[src/rtl/run_harness_pkg.sv]
// Shared state encodings and launch-mode constants for the run harness controller.
package run_harness_pkg;

    typedef enum logic [1:0] {
        ST_IDLE = 2'd0,
        ST_HOLD = 2'd1,
        ST_RUN  = 2'd2,
        ST_DONE = 2'd3
    } state_e;

    localparam logic MODE_SEQ  = 1'b0;
    localparam logic MODE_CONC = 1'b1;

endpackage

[src/rtl/run_harness_chan.sv]
// One core channel: run request, saturating run-length counter and capture registers.
module run_harness_chan #(
    parameter int unsigned RW = 32,
    parameter int unsigned CW = 32
) (
    input  logic          clk,
    input  logic          rst_n,
    input  logic          clear,
    input  logic          launch,
    input  logic          abort,
    input  logic          fin_en,
    input  logic          finish,
    input  logic [RW-1:0] result_in,
    output logic          run_req,
    output logic [RW-1:0] result_out,
    output logic [CW-1:0] cyc_out,
    output logic          fin_c
);

    logic          run_req_q, run_req_d;
    logic [CW-1:0] cnt_q, cnt_d;
    logic [RW-1:0] res_q, res_d;
    logic [CW-1:0] cyc_q, cyc_d;

    // A finish only counts while this channel is actually being run.
    assign fin_c = run_req_q & finish & fin_en;

    always_comb begin
        run_req_d = run_req_q;
        cnt_d     = cnt_q;
        res_d     = res_q;
        cyc_d     = cyc_q;
        if (clear) begin
            run_req_d = 1'b0;
            cnt_d     = '0;
            res_d     = '0;
            cyc_d     = '0;
        end else begin
            if (fin_c) begin
                res_d     = result_in;
                cyc_d     = cnt_q;
                run_req_d = 1'b0;
            end else if (run_req_q && (cnt_q != '1)) begin
                cnt_d = cnt_q + CW'(1);
            end
            // Counter holds the number of cycles run_req has been high so far.
            if (launch) begin
                run_req_d = 1'b1;
                cnt_d     = CW'(1);
            end
            if (abort) begin
                run_req_d = 1'b0;
            end
        end
    end

    always_ff @(posedge clk or negedge rst_n) begin
        if (!rst_n) begin
            run_req_q <= 1'b0;
            cnt_q     <= '0;
            res_q     <= '0;
            cyc_q     <= '0;
        end else begin
            run_req_q <= run_req_d;
            cnt_q     <= cnt_d;
            res_q     <= res_d;
            cyc_q     <= cyc_d;
        end
    end

    assign run_req    = run_req_q;
    assign result_out = res_q;
    assign cyc_out    = cyc_q;

endmodule

[src/rtl/run_harness_ctrl.sv]
// Run controller for generated method cores: reset hold, sequential/concurrent launch, capture, done.
// Optional watchdog is built in when RUN_HARNESS_TIMEOUT_EN is defined.
module run_harness_ctrl
    import run_harness_pkg::*;
#(
    parameter int unsigned NCH      = 4,
    parameter int unsigned RW       = 32,
    parameter int unsigned CW       = 32,
    parameter int unsigned RST_HOLD = 4,
    parameter int unsigned TIMEOUT  = 1000000
) (
    input  logic              clk,
    input  logic              reset,
    input  logic              start,
    input  logic              mode,
    input  logic [NCH-1:0]    ch_en,
    output logic              core_reset,
    output logic [NCH-1:0]    run_req,
    input  logic [NCH-1:0]    finish_flag,
    input  logic [NCH*RW-1:0] result_in,
    output logic [NCH*RW-1:0] result_out,
    output logic [NCH*CW-1:0] cyc_out,
    output logic              done,
    output logic              timeout
);

    localparam int unsigned HW = (RST_HOLD > 1) ? $clog2(RST_HOLD) : 1;

    state_e         state_q, state_d;
    logic           mode_q, mode_d;
    logic [NCH-1:0] en_q, en_d;
    logic [NCH-1:0] pend_q, pend_d;
    logic [HW-1:0]  hold_q, hold_d;
    logic           core_reset_q, core_reset_d;
    logic           done_q, done_d;
    logic           timeout_q, timeout_d;

    logic           clear_c;
    logic           abort_c;
    logic           run_en_c;
    logic           wd_fire_c;
    logic [NCH-1:0] launch_c;
    logic [NCH-1:0] fin_c;
    logic [NCH-1:0] left_c;
    logic [NCH-1:0] first_c;
    logic [NCH-1:0] next_c;

    assign run_en_c = (state_q == ST_RUN);
    assign left_c   = pend_q & ~fin_c;
    // Isolate the lowest set bit: lowest enabled channel / lowest channel still owed a run.
    assign first_c  = en_q & (~en_q + NCH'(1));
    assign next_c   = left_c & (~left_c + NCH'(1));

`ifdef RUN_HARNESS_TIMEOUT_EN
    localparam int unsigned TW = $clog2(TIMEOUT + 1);

    logic [TW-1:0] wd_q, wd_d;

    always_comb begin
        wd_d = wd_q;
        if (state_q == ST_HOLD) begin
            wd_d = '0;
        end else if ((state_q == ST_RUN) && (wd_q != TW'(TIMEOUT - 1))) begin
            wd_d = wd_q + TW'(1);
        end
    end

    assign wd_fire_c = (state_q == ST_RUN) && (wd_q == TW'(TIMEOUT - 1));

    always_ff @(posedge clk or negedge reset) begin
        if (!reset) begin
            wd_q <= '0;
        end else begin
            wd_q <= wd_d;
        end
    end
`else
    logic unused_timeout;
    assign unused_timeout = |32'(TIMEOUT);
    assign wd_fire_c      = 1'b0;
`endif

    // Next-state and registered-output logic.
    always_comb begin
        state_d   = state_q;
        mode_d    = mode_q;
        en_d      = en_q;
        pend_d    = pend_q;
        hold_d    = hold_q;
        done_d    = done_q;
        timeout_d = timeout_q;
        clear_c   = 1'b0;
        abort_c   = 1'b0;
        launch_c  = '0;

        unique case (state_q)
            ST_IDLE: begin
                if (start) begin
                    state_d   = ST_HOLD;
                    mode_d    = mode;
                    en_d      = ch_en;
                    hold_d    = HW'(RST_HOLD - 1);
                    clear_c   = 1'b1;
                    done_d    = 1'b0;
                    timeout_d = 1'b0;
                end
            end
            ST_HOLD: begin
                if (hold_q == '0) begin
                    pend_d = en_q;
                    if (en_q == '0) begin
                        state_d = ST_DONE;
                        done_d  = 1'b1;
                    end else begin
                        state_d  = ST_RUN;
                        launch_c = (mode_q == MODE_CONC) ? en_q : first_c;
                    end
                end else begin
                    hold_d = hold_q - HW'(1);
                end
            end
            ST_RUN: begin
                pend_d = left_c;
                if (left_c == '0) begin
                    state_d = ST_DONE;
                    done_d  = 1'b1;
                end else if (wd_fire_c) begin
                    abort_c   = 1'b1;
                    pend_d    = '0;
                    state_d   = ST_DONE;
                    done_d    = 1'b1;
                    timeout_d = 1'b1;
                end else if ((mode_q == MODE_SEQ) && (fin_c != '0)) begin
                    launch_c = next_c;
                end
            end
            ST_DONE: begin
                if (!start) begin
                    state_d = ST_IDLE;
                    done_d  = 1'b0;
                end
            end
            default: begin
                state_d = ST_IDLE;
            end
        endcase

        core_reset_d = (state_d == ST_IDLE) || (state_d == ST_HOLD);
    end

    always_ff @(posedge clk or negedge reset) begin
        if (!reset) begin
            state_q      <= ST_IDLE;
            mode_q       <= MODE_SEQ;
            en_q         <= '0;
            pend_q       <= '0;
            hold_q       <= '0;
            core_reset_q <= 1'b1;
            done_q       <= 1'b0;
            timeout_q    <= 1'b0;
        end else begin
            state_q      <= state_d;
            mode_q       <= mode_d;
            en_q         <= en_d;
            pend_q       <= pend_d;
            hold_q       <= hold_d;
            core_reset_q <= core_reset_d;
            done_q       <= done_d;
            timeout_q    <= timeout_d;
        end
    end

    for (genvar i = 0; i < NCH; i++) begin : g_chan
        run_harness_chan #(
            .RW(RW),
            .CW(CW)
        ) u_chan (
            .clk        (clk),
            .rst_n      (reset),
            .clear      (clear_c),
            .launch     (launch_c[i]),
            .abort      (abort_c),
            .fin_en     (run_en_c),
            .finish     (finish_flag[i]),
            .result_in  (result_in[i*RW +: RW]),
            .run_req    (run_req[i]),
            .result_out (result_out[i*RW +: RW]),
            .cyc_out    (cyc_out[i*CW +: CW]),
            .fin_c      (fin_c[i])
        );
    end

    assign core_reset = core_reset_q;
    assign done       = done_q;
    assign timeout    = timeout_q;

endmodule
[config.mk]
export PLATFORM = sky130hd
export DESIGN_NAME = run_harness_ctrl
export DESIGN_NICKNAME = d
export VERILOG_FILES = /design/src/rtl/run_harness_pkg.sv /design/src/rtl/run_harness_chan.sv /design/src/rtl/run_harness_ctrl.sv
export SDC_FILE = /design/constraint.sdc
export NUM_CORES = 1
export LEC_CHECK = 0
export CORE_MARGIN = 3
export CORE_UTILIZATION = 51
export DETAILED_ROUTE_END_ITERATION = 12
export PLACE_DENSITY_LB_ADDON = 0.05
export SKIP_LAST_GASP = 1
export SLEW_MARGIN = 5
export SYNTH_ARGS = -nofsm -noshare
export SYNTH_HDL_FRONTEND = slang
export SYNTH_SLANG_ARGS = --single-unit
[constraint.sdc]
create_clock -name clk -period 3.45 [get_ports clk]
set_clock_uncertainty 0.2 [all_clocks]
set_input_delay 1.035 -clock clk [delete_from_list [all_inputs] [get_ports clk]]
set_output_delay 1.035 -clock clk [all_outputs]
set_load 0.01 [all_outputs]
Yosys cells after proc, flatten, opt, wreduce, memory -nomap -nowiden
Cells that the tools add are included.
{ "totals": {"reg_bits": 403, "out_inout_bits": 263, "word_cells": 166} }
{ "classes": {"n_addsub": 7, "eq_ne": 18, "muxes": 69, "bitwise": 15, "reduce_logical": 34} }
{ "op_table": {"columns": ["operator", "count"], "rows": [
  ["32-bit two-way mux", 32],
  ["32-bit by 1-bit adder with 32-bit output, second input constant", 4],
  ["32-bit inequality test, second input constant", 4],
  ["4-bit two-way mux", 6],
  ["3-bit nonzero test", 8],
  ["1-bit two-way mux", 20],
  ["4-bit case mux with 2 select lines", 2],
  ["4-bit bitwise AND", 3],
  ["2-bit two-way mux", 6],
  ["2-bit inequality test, second input constant", 6],
  ["3-bit inequality test, second input constant", 4],
  ["4-bit NOT", 3],
  ["2-bit AND reduction", 6],
  ["2-bit nonzero test", 6],
  ["4-bit by 1-bit adder with 4-bit output, second input constant", 2],
  ["1-bit bitwise AND", 8],
  ["4-bit logical NOT", 2],
  ["2-bit case mux with 4 select lines", 1],
  ["2-bit logical NOT", 3],
  ["1-bit logical AND", 5],
  ["5-bit AND reduction", 1],
  ["2-bit by 1-bit equality test with 1-bit output, second input constant", 2],
  ["2-bit equality test, second input constant", 2],
  ["1-bit case mux with 4 select lines", 1],
  ["6 further kinds", 6]
]} }

Logic depth before layout (Yosys ltp)
Gate-level depths: netlist (run 1).
{ "depth": {"ltp_word": 12, "depth_mapped": 9, "ltp_nobuf": 7} }

Hierarchy
A second synthesis (run 1) with hierarchy kept.
{ "hier_totals": {"cells_unflattened": 2034, "hier_area_um2": 18438.9} }
{ "by_module_without_submodules": {"columns": ["module", "instances", "cells_each", "area_per_inst_um2", "seq_area_each_um2"], "rows": [
  ["run_harness_chan", 4, 484, 4364.2, 2427.3],
  ["run_harness_ctrl", 1, 98, 982.2, 376.6]
]} }

Worst setup path before layout (run 1)
Ideal clock, no wire load.
{ "synth_timing": {"kind": "input -> register", "startpoint": "input port finish_flag[0]", "endpoint": "register g_chan[0].u_chan.cnt_q[24]", "setup_ns": 0.078, "arrival_time_ns": 2.812, "required_time_ns": 3.172, "setup_slack_ns": 0.360, "stages": 6, "path_buffers": 1, "cell_sequence": "a21bo_1 or4_1 buf_2 or4b_4 or3_1 a21oi_1"} }
{ "synth_via": {"elab_chain_len": 12} }
{ "synth_rtl": {"columns": ["item", "line_no", "text"], "rows": [
  ["start, declared", "run_harness_ctrl.sv:19", "input logic [NCH-1:0] finish_flag,"],
  ["1-bit bitwise AND (*) (2 in series)", "run_harness_chan.sv:26", "assign fin_c = run_req_q & finish & fin_en;"],
  ["4-bit NOT", "run_harness_ctrl.sv:49", "assign left_c = pend_q & ~fin_c;"],
  ["4-bit bitwise AND", "run_harness_ctrl.sv:49", null],
  ["4-bit NOT", "run_harness_ctrl.sv:52", "assign next_c = left_c & (~left_c + NCH'(1));"],
  ["4-bit by 1-bit adder with 4-bit output", "run_harness_ctrl.sv:52", null],
  ["4-bit bitwise AND", "run_harness_ctrl.sv:52", null],
  ["4-bit two-way mux", "run_harness_ctrl.sv:133", "end else if ((mode_q == MODE_SEQ) && (fin_c != '0)) begin"],
  ["4-bit two-way mux", "run_harness_ctrl.sv:124", "if (left_c == '0) begin"],
  ["4-bit case mux with 2 select lines", "run_harness_ctrl.sv:96", "unique case (state_q)"],
  ["3-bit inequality test (no source line) (tied with other cells)", null, null],
  ["2-bit AND reduction (no source line) / 32-bit two-way mux (equally long branches)", null, null],
  ["end signal, assigned", "run_harness_chan.sv:65", "cnt_q <= cnt_d;"],
  ["end, declared", "run_harness_chan.sv:21", "logic [CW-1:0] cnt_q, cnt_d;"]
]} }
Mark *: on every way between the ends. The rest lies on a longest branch, timed or not.
A chain may end at the register's enable or synchronous reset.

Worst setup path after layout (run 1)
{ "layout_timing": {"startpoint": "input port finish_flag[0]", "endpoint": "register g_chan[0].u_chan.cnt_q[17]"} }
Same word-level chain as after synthesis.

==> results of run 1 <==
-- per-stage QoR --
stage	instance area, µm²	instances	utilization, %	hold WS (ps)	power (mW)
after global placement	22900	2820	65.8	309	6.90
final	24400	2897	70.0	238	11.6
after CTS	24400	2895	70.0	247	11.7
after detailed placement	22900	2820	65.8	314	6.94
after floorplan	18200	2027	-	282	6.08
after global routing	24400	2897	70.0	258	12.1
-- state kept, by name, indices dropped and copies added (netlist names) --
name,count
g_chan.u_chan.cnt_q,128
g_chan.u_chan.run_req,4
en_q,4
done,1
core_reset,1
hold_q,2
g_chan.u_chan.cyc_out,128
state_q,2
g_chan.u_chan.result_out,128
mode_q,1
pend_q,4
-- logic make-up after synthesis --
group / count (synthesis)
simple gates: 911
compound gates: 498
flops: 403
buf+inv: 153
xor+xnor: 45
fa+ha+maj: 10
mux: 6
other cells: 1
-- power groups by stage --
stage / clock network, mW / registers (mW) / logic [mW]
final: 4.74 / 5.06 / 1.81
after global routing: 5.02 / 5.07 / 1.99
after CTS: 4.84 / 5.06 / 1.81
after detailed placement: 0 / 5.14 / 1.80
after global placement: 0 / 5.13 / 1.77
after floorplan: 0 / 5.12 / 0.957
-- metal layers --
metal  up-vias  global-route usage, %  share of wire (%)
met5         -                      0              0.042
met1      8001                   35.8                 42
met4         4                   7.37                2.7
met3        89                   5.06                5.6
met2       483                   46.6                 50
li1       7795                      -                  -
-- cell type report --
type                       count  area (µm²)
antenna                        2        5.00
clock buffer                  62        1260
clock inverter                13         190
fill                        2782       10400
inverter                      24        90.1
multi-input combinational   1471        7520
sequential                   403       10100
tap                          455         569
timing repair buffer         467        4640
-- worst max path at each step --
stage	to	slack [ps]	depth (start not counted)
after global routing	g_chan[0].u_chan.cnt_q[17]$_DFFE_PN0P_	130	7
after CTS	g_chan[0].u_chan.cnt_q[17]$_DFFE_PN0P_	320	7
final	g_chan[0].u_chan.cnt_q[17]$_DFFE_PN0P_	270	7
after floorplan	g_chan[0].u_chan.cnt_q[24]$_DFFE_PN0P_	360	6
after global placement	g_chan[0].u_chan.cnt_q[15]$_DFFE_PN0P_	-170	7
after detailed placement	g_chan[0].u_chan.cnt_q[17]$_DFFE_PN0P_	-200	7
-- worst reg2reg max path: stages, from the launching register on --
cell and delay (ps):
dfrtp_1 470, nand4_1 230, or4_1 720, o31ai_2 840, o21ai_0 230, a21oi_1 160
-- cells in the final DEF, fill, tap and decap left out, drive strengths merged, types with 4 or more instances in the layout --
master,n
xor2,16
a21boi,4
a21o,5
bufinv,5
ha,10
a22o,4
a21oi,337
clkbuf,62
or2,4
a211oi,11
nor4,13
a2111oi,5
nand4,37
and3,21
inv,24
o21ai,56
nor3,12
nand3,59
clkdlybuf4s50,400
o2111ai,4
and2,7
xnor2,29
o211a,4
and4,18
nor2,64
buf,67
clkinv,8
o211ai,12
or4,27
or3,50
mux2i,5
nand2,592
o31ai,21
a21bo,5
dfrtp,402
==> out/results.md, run 1 <==
## Finish
- final layout net count: 2559
- layout cell share with drive strength beyond 1: 6.48%
- post-synthesis to final-layout area growth: 34.1%

## Clock tree
- clock slew at the register clock pins of the worst setup and hold paths: 60 ps
- clock tree from TritonCTS: done
- total CTS buffers: 42
- Skew-Pair Late Insertion Delay: 530 ps
- root cell of the clock tree: clkbuf_16
- CTS HTree Levels: 2
- clk sinks: 403
- Resize count post-CTS: 0
- post-CTS setup buffer count: 0
- Post-CTS Hold Buffers: 0
- Clock Tree Buf Depth: 3

## STA
- Period Utilization, post-route: 92.3%
- transition time at the pin with the least slew margin: 974 ps
- Fin. Hold Viols: 0
- final total negative setup slack: 0 ps
- shortest period the worst path allows: 3180 ps
- worst setup slack after layout: 267 ps
- Final Max Tran Viols: 0
- maximum achievable frequency: 314 MHz
- setup repair after global routing missed its margin: false
- number of setup violations in the final report: 0
- tightest slew margin relative to the limit: 34.7%

## Synthesis
- library cell with the highest instance count after synthesis: nand2_1
- fraction of synthesized area in multiplexers: 0.337%
- top post-synthesis cells by count: 592 x nand2_1, 402 x dfrtp_1, 337 x a21oi_1, 110 x clkbuf_1, 64 x nor2_1
- fraction of the mapped netlist area in simple logic gates: 22.3%
- Mapped Nets: 2177
- EDFF count, synth: 0
- Synth area leader: dfrtp_1
- synthesized-area fraction occupied by xor and xnor cells: 2.17%
- cell types occupying the most area after synthesis: dfrtp_1 55%, nand2_1 12%, a21oi_1 9.3%, clkbuf_1 2.3%, or3_1 1.7%
- main combinational cell family by area after synthesis: simple AND/OR/NAND/NOR gates
- adder-cell share of the synthesized area: 0.689%
- Warnings, synthesis: 0
- Post-Synthesis Cells: 2027
- primary flip-flop cell chosen by synthesis mapping: dfrtp_1
- compound-cell area share of the yosys netlist: 15.6%
- synthesized flop and latch total: 403
- Seq/Total Area, Yosys: 55.5%
- async set or reset register ratio after synthesis: 100%
- area share of the largest cell type after synthesis: 55.4%
- post-synthesis cell area: 0.0182 mm²
- synthesized area per cell: 8.96 µm²
- post-synth cell types: 61

## Critical path
- maximum cell stage delay along the critical path: 580 ps
- number of buffer and inverter stages on the critical path: 2
- category of the most critical setup path: primary input to flop
- data required time at the worst endpoint: 3710 ps
- terminus of the critical flop-to-flop path: g_chan[0].u_chan.cnt_q[3]$_DFFE_PN0P_
- CP startpoint kind: primary input
- crit-path max FO: 9
- worst-path cell with the longest stage delay: or4_1
- Worst path top cell family by delay: simple AND/OR/NAND/NOR gates
- Worst R2R Start: g_chan[0].u_chan.cnt_q[2]$_DFFE_PN0P_
- type of destination of the critical path: flop
- WP data arrival: 3450 ps
- launch point of the worst path: finish_flag[0]
- crit path cell chain: clkdlybuf4s50_1, buf_4, a222oi_1, a2111o_1, nand3_1, or4_1, nand2_1
- number of cells on the worst reg-to-reg path: 5
- setup slack of the worst register-to-register path: 530 ps

## Detailed routing
- per-cell via count in the routed design: 5.65
- number of antenna-violating nets in the routed design: 0
- total detailed-routing wirelength: 52700 µm
- number of vias after detailed routing: 16400
- first drt pass iteration count: 5
- DRC violation count after routing: 0
- number of DRC markers in iteration 0: 1123
- detail-routed net length per standard cell: 18.2 µm

## Pwr
- leakage power of the design: 10.0 nW
- sequential power share: 43.6%
- internal power: 8.46 mW
- total power per unit cell area: 476 mW/mm²
- maximum VDD drop: 0.000370 V
- Clk network pwr share: 40.8%
- combinational power share: 15.6%
- NetSw: 3.14 mW
- switching part of the total power: 27.1%

## Floorplanning
- die area: 0.0379 mm²
- Initial Util: 52.2%
- overall die width: 195 µm
- total number of placement rows: 68
- core area: 0.0348 mm²
- I/O pin cnt: 403
- die height: 195 µm

## Placement
- Port Buffers: 401
- GP Congestion: 0.873
- HPWL after detailed placement: 37200 µm
- DP Worst Slack: -204 ps

## Run
- max-capacitance violation count: 0

## Run status
- result of the run: finished clean

## Global routing
- largest net degree at the start of global routing: 84
- vias in the first global route: 16200
- wire length of the first global-routing pass: 86200 µm
- grt ovf: 0
- number of antenna violations at the first check in global routing: 4
- all-layer global routing usage: 27.2%

## Worst hold path
- type of the most critical hold path: primary input to async pin

(Power assumes the default switching activity.)
==> run 2, diff against run 1 <==
--- a/config.mk
+++ b/config.mk
@@ -9,6 +9,7 @@
 export CORE_UTILIZATION = 51
 export DETAILED_ROUTE_END_ITERATION = 12
 export PLACE_DENSITY_LB_ADDON = 0.05
+export SETUP_SLACK_MARGIN = 0.15
 export SKIP_LAST_GASP = 1
 export SLEW_MARGIN = 5
 export SYNTH_ARGS = -nofsm -noshare
==> run 2 against run 1 <==
Compared with the run above: register-to-register slack got worse by 20 ps; global-route usage unchanged; cell area hardly changed; power about the same; highest routed layer unchanged; critical path depth up 1; critical endpoint unchanged; first-iteration DRC count decreased by 1.2%.
==> out/results.md, run 2 (synthesis results as in run 1) <==
## Critical path
- number of cells on the worst reg-to-reg path: 6
- worst-path cell with the longest stage delay: or4_1
- category of the most critical setup path: primary input to flop
- data required time at the worst endpoint: 3710 ps
- crit-path max FO: 9
- WP data arrival: 3270 ps
- setup slack of the worst register-to-register path: 510 ps
- crit path cell chain: clkdlybuf4s50_1, buf_4, a222oi_1, buf_4, a2111o_1, nand3_1, or4_1, nand2_1
- cell mode on critical path: buf_4
- maximum cell stage delay along the critical path: 590 ps
- CP startpoint kind: primary input
- type of destination of the critical path: flop

## STA
- number of setup violations in the final report: 0
- Period Utilization, post-route: 87.3%
- shortest period the worst path allows: 3010 ps
- transition time at the pin with the least slew margin: 993 ps
- Fin. Hold Viols: 0
- maximum achievable frequency: 332 MHz
- setup repair after global routing missed its margin: false
- Final Max Tran Viols: 0
- hold slack: 239 ps
- tightest slew margin relative to the limit: 33.4%

## Detailed routing
- detail-routed net length per standard cell: 18.2 µm
- DRC violation count after routing: 0
- number of DRC markers in iteration 0: 1110
- number of vias after detailed routing: 16300
- first drt pass iteration count: 5
- per-cell via count in the routed design: 5.64
- total detailed-routing wirelength: 52800 µm
- number of antenna-violating nets in the routed design: 0

## Global routing
- largest net degree at the start of global routing: 84
- number of antenna violations at the first check in global routing: 4
- vias in the first global route: 16200
- all-layer global routing usage: 27.2%
- wire length of the first global-routing pass: 86200 µm
- grt ovf: 0

## Pwr
- sequential power share: 43.6%
- Clk network pwr share: 40.8%
- combinational power share: 15.6%
- maximum VDD drop: 0.000370 V
- overall power after layout: 11.6 mW
- NetSw: 3.14 mW
- internal power: 8.47 mW
- leakage power of the design: 10.0 nW
- switching part of the total power: 27.0%
- total power per unit cell area: 476 mW/mm²

## Clock tree
- clock slew at the register clock pins of the worst setup and hold paths: 60 ps
- clk sinks: 403
- clock tree from TritonCTS: done
- CTS HTree Levels: 2
- Clock Tree Buf Depth: 3
- Skew-Pair Late Insertion Delay: 530 ps
- Resize count post-CTS: 0
- total CTS buffers: 42
- root cell of the clock tree: clkbuf_16

## Finish
- commonest non-fill, non-tap cell in the layout: nand2_1
- post-synthesis to final-layout area growth: 34.2%
- utilization after layout: 70.0%
- commonest cells after routing, fill and taps aside: 592 x nand2_1, 402 x dfrtp_1, 400 x clkdlybuf4s50_1
- final layout net count: 2561
- layout cell share with drive strength beyond 1: 6.55%

## Floorplanning
- die height: 195 µm
- core area: 0.0348 mm²
- Initial Util: 52.2%
- die area: 0.0379 mm²
- I/O pin cnt: 403
- overall die width: 195 µm
- total number of placement rows: 68

## Run
- max-capacitance violation count: 0

## Placement
- Port Buffers: 401
- HPWL after detailed placement: 37200 µm
- GP Congestion: 0.873

## Worst hold path
- type of the most critical hold path: primary input to async pin

## Run status
- result of the run: finished clean

[run 2: repair_timing]
action | 4_1_cts | 5_1_grt
endpoints found under the setup margin | 0 | 2
hold buffers | 0 | 0
setup buffers | 0 | 2
[run 2: path summary, 6_finish.rpt]
path	startpoint	end
setup / recovery	finish_flag[0]	g_chan[0].u_chan.cnt_q[17]$_DFFE_PN0P_
hold / removal	reset	g_chan[0].u_chan.result_out[0]$_DFFE_PN0P_
setup reg to reg	g_chan[0].u_chan.cnt_q[1]$_DFFE_PN0P_	g_chan[0].u_chan.cnt_q[3]$_DFFE_PN0P_
hold reg to reg	g_chan[3].u_chan.cyc_out[11]$_DFFE_PN0P_	g_chan[3].u_chan.cyc_out[11]$_DFFE_PN0P_
max in group asynchronous	reset	g_chan[2].u_chan.cnt_q[12]$_DFFE_PN0P_
min in group clk	g_chan[3].u_chan.cyc_out[11]$_DFFE_PN0P_	g_chan[3].u_chan.cyc_out[11]$_DFFE_PN0P_
[run 2: area by class of cell]
cell class / count / area (µm²)
fill: 2782 / 10400
sequential: 403 / 10100
multi-input combinational: 1471 / 7520
timing repair buffer: 469 / 4650
clock buffer: 62 / 1260
tap: 455 / 569
clock inverter: 13 / 190
inverter: 24 / 90.1
antenna: 2 / 5.00
[run 2: through the flow]
stage / setup slack, ps / area [µm²] / cells / setup TNS (ps)
floorplan: 360 / 18200 / 2027 / 0
global placement: -168 / 22900 / 2820 / -636
detailed placement: -204 / 22900 / 2820 / -929
CTS: 321 / 24400 / 2895 / 0
global route: 221 / 24400 / 2899 / 0
finish: 438 / 24400 / 2899 / 0
[run 2: layer usage]
layer | up-vias | track usage (%) | share of wire (%) | routed length [µm]
met2 | 474 | 46.6 | 50 | 26300
met3 | 86 | 5.06 | 5.8 | 3050
met5 | - | 0 | 0.042 | 22
li1 | 7801 | - | - | -
met1 | 7984 | 35.8 | 42 | 22000
met4 | 4 | 7.37 | 2.7 | 1400
[run 2: power by group through the flow]
stage | Clock, mW | Sequential (mW) | Combinational [mW]
final | 4.73 | 5.06 | 1.81
after CTS | 4.84 | 5.06 | 1.81
after detailed placement | 0 | 5.14 | 1.80
after global placement | 0 | 5.13 | 1.77
after floorplan | 0 | 5.12 | 0.957
after global routing | 5.02 | 5.07 | 1.99
[run 2: worst max-delay path, delay by kind of cell]
kind | cells | cell delay [ps]
AOI/OAI and AO/OA | 2 | 490
buffers and inverters | 3 | 780
and+or+nand+nor | 3 | 960
==> run 3, diff against run 2 <==
--- a/config.mk
+++ b/config.mk
@@ -6,7 +6,7 @@
 export NUM_CORES = 1
 export LEC_CHECK = 0
 export CORE_MARGIN = 3
-export CORE_UTILIZATION = 51
+export CORE_UTILIZATION = 55
 export DETAILED_ROUTE_END_ITERATION = 12
 export PLACE_DENSITY_LB_ADDON = 0.05
 export SETUP_SLACK_MARGIN = 0.15
==> constraint.sdc (replaced) <==
create_clock -name clk -period 3.8 [get_ports clk]
set_clock_uncertainty 0.2 [all_clocks]
set_input_delay 1.14 -clock clk [delete_from_list [all_inputs] [get_ports clk]]
set_output_delay 1.14 -clock clk [all_outputs]
set_load 0.01 [all_outputs]
==> run 3 against run 2 <==
Compared with the run above: sequential power fell by 9.3%; first-iteration DRC count rose by 9.2%; routed wire length fell by 2.4%; hold slack improved by 79 ps; register-to-register slack improved by 230 ps; non-clock buffer count fell by 19; critical path depth fell by 1; clock power fell by 11%; via count rose by 0.48%; final cell count fell by 1.2%; die area fell by 7.1%; sequential share of layout area rose by 0.30 points; critical path type unchanged; critical endpoint unchanged; largest cell class unchanged; largest power group unchanged.
==> out/results.md, run 3 (synthesis results as in run 1) <==
## Global routing
- number of antenna violations at the first check in global routing: 8
- vias in the first global route: 16100
- grt ovf: 0
- all-layer global routing usage: 28.9%
- wire length of the first global-routing pass: 85100 µm
- largest net degree at the start of global routing: 115

## Run status
- result of the run: finished clean

## Pwr
- internal power: 7.59 mW
- switching part of the total power: 27.2%
- NetSw: 2.84 mW
- combinational power share: 15.5%
- overall power after layout: 10.4 mW
- total power per unit cell area: 431 mW/mm²
- Clk network pwr share: 40.6%
- leakage power of the design: 9.88 nW
- sequential power share: 44.0%
- maximum VDD drop: 0.000316 V

## Detailed routing
- per-cell via count in the routed design: 5.73
- total detailed-routing wirelength: 51500 µm
- highest layer used for signal routing: met5
- DRC violation count after routing: 0
- DRT met1 WL: 21000 µm
- number of vias after detailed routing: 16400
- detail-routed net length per standard cell: 18.0 µm
- met2 layer wire length in the routed design: 25600 µm
- number of antenna-violating nets in the routed design: 0
- number of DRC markers in iteration 0: 1212
- detailed route wirelength on metal3: 3380 µm
- first drt pass iteration count: 5

## STA
- number of setup violations in the final report: 0
- Fin. Hold Viols: 0
- tightest slew margin relative to the limit: 30.4%
- setup repair after global routing missed its margin: false
- shortest period the worst path allows: 3130 ps
- hold slack: 318 ps
- final total negative setup slack: 0 ps
- worst setup slack after layout: 675 ps
- maximum achievable frequency: 320 MHz
- transition time at the pin with the least slew margin: 1040 ps
- Final Max Tran Viols: 0
- Period Utilization, post-route: 82.2%

## Finish
- utilization after layout: 75.5%
- commonest non-fill, non-tap cell in the layout: nand2_1
- filler cell count in the final layout: 2384
- commonest cells after routing, fill and taps aside: 592 x nand2_1, 402 x dfrtp_1, 400 x clkdlybuf4s50_1
- final design instance area without fill: 0.0242 mm²
- layout cell share with drive strength beyond 1: 5.78%
- post-synthesis to final-layout area growth: 33.2%
- Final Instance Count excl. Fillers: 2865
- final layout net count: 2542

## Placement
- area after detailed placement: 0.0228 mm²
- total placed cells including tap cells: 2783
- GP Congestion: 0.883
- Port Buffers: 401
- HPWL after detailed placement: 35600 µm
- DP Worst Slack: 219 ps

## Floorplanning
- total number of placement rows: 65
- core area: 0.0320 mm²
- overall die width: 188 µm
- die area: 0.0352 mm²
- Initial Util: 56.7%
- I/O pin cnt: 403
- die height: 188 µm

## Critical path
- data required time at the worst endpoint: 4060 ps
- crit-path max FO: 8
- CP startpoint kind: primary input
- Worst path top cell family by delay: simple AND/OR/NAND/NOR gates
- category of the most critical setup path: primary input to flop
- type of destination of the critical path: flop
- maximum cell stage delay along the critical path: 570 ps
- number of buffer and inverter stages on the critical path: 2
- worst-path cell with the longest stage delay: or4_1
- WP data arrival: 3390 ps
- crit path cell chain: clkdlybuf4s50_1, buf_4, a222oi_1, a2111o_1, nand3_1, or4_1, nand2_1

## Clock tree
- root cell of the clock tree: clkbuf_16
- CTS HTree Levels: 2
- total CTS buffers: 42
- clock tree from TritonCTS: done
- Resize count post-CTS: 0
- Clock Tree Buf Depth: 3
- clock slew at the register clock pins of the worst setup and hold paths: 60 ps
- Skew-Pair Late Insertion Delay: 530 ps
- Post-CTS Hold Buffers: 0
- clk sinks: 403
- post-CTS setup buffer count: 0

## Run
- max-capacitance violation count: 0

## Worst hold path
- type of the most critical hold path: flop to flop

## run 3: layout make-up
type                    instances  area, µm²  area share [%]
diodes                          6       15.0          0.0620
clock buffers                  63       1250            5.18
clock inverters                13        178           0.734
inverters                      24       90.1           0.372
multi-input cells            1471       7520            31.1
flip-flops and latches        403      10100            41.7
well taps                     435        544            2.25
repair buffers                450       4510            18.6
## run 3: tightest hold or removal path: stages (launching register included)
cell and delay [ps]:
dfrtp_1 370, nand2_1 50, a21oi_1 50
## run 3: path summary, 6_finish.rpt
| path | from | to | slack [ps] | cells past startpoint |
|---|---|---|---|---|
| worst max register to register | state_q[0]$_DFF_PN0_ | g_chan[2].u_chan.cnt_q[18]$_DFFE_PN0P_ | 740 | 9 |
| min in group asynchronous | reset | g_chan[0].u_chan.result_out[25]$_DFFE_PN0P_ | 350 | 1 |
| max in group asynchronous | reset | g_chan[3].u_chan.cnt_q[28]$_DFFE_PN0P_ | 2070 | 3 |
| worst min-delay path | g_chan[2].u_chan.result_out[29]$_DFFE_PN0P_ | g_chan[2].u_chan.result_out[29]$_DFFE_PN0P_ | 320 | 2 |
| worst max-delay path | finish_flag[0] | g_chan[0].u_chan.cnt_q[17]$_DFFE_PN0P_ | 670 | 7 |
| worst min register to register | g_chan[2].u_chan.result_out[29]$_DFFE_PN0P_ | g_chan[2].u_chan.result_out[29]$_DFFE_PN0P_ | 320 | 2 |
## run 3: layer usage
metal	track usage, %	up-vias
met5	0	-
met4	9.58	4
met3	6.62	101
met2	48.4	540
met1	37.3	8040
li1	-	7742
## run 3: power groups by stage
stage | logic (mW) | clock network (mW) | registers (mW)
CTS | 1.61 | 4.30 | 4.59
global route | 1.77 | 4.50 | 4.61
detailed placement | 1.60 | 0 | 4.67
floorplan | 0.869 | 0 | 4.65
global placement | 1.58 | 0 | 4.66
finish | 1.62 | 4.23 | 4.59
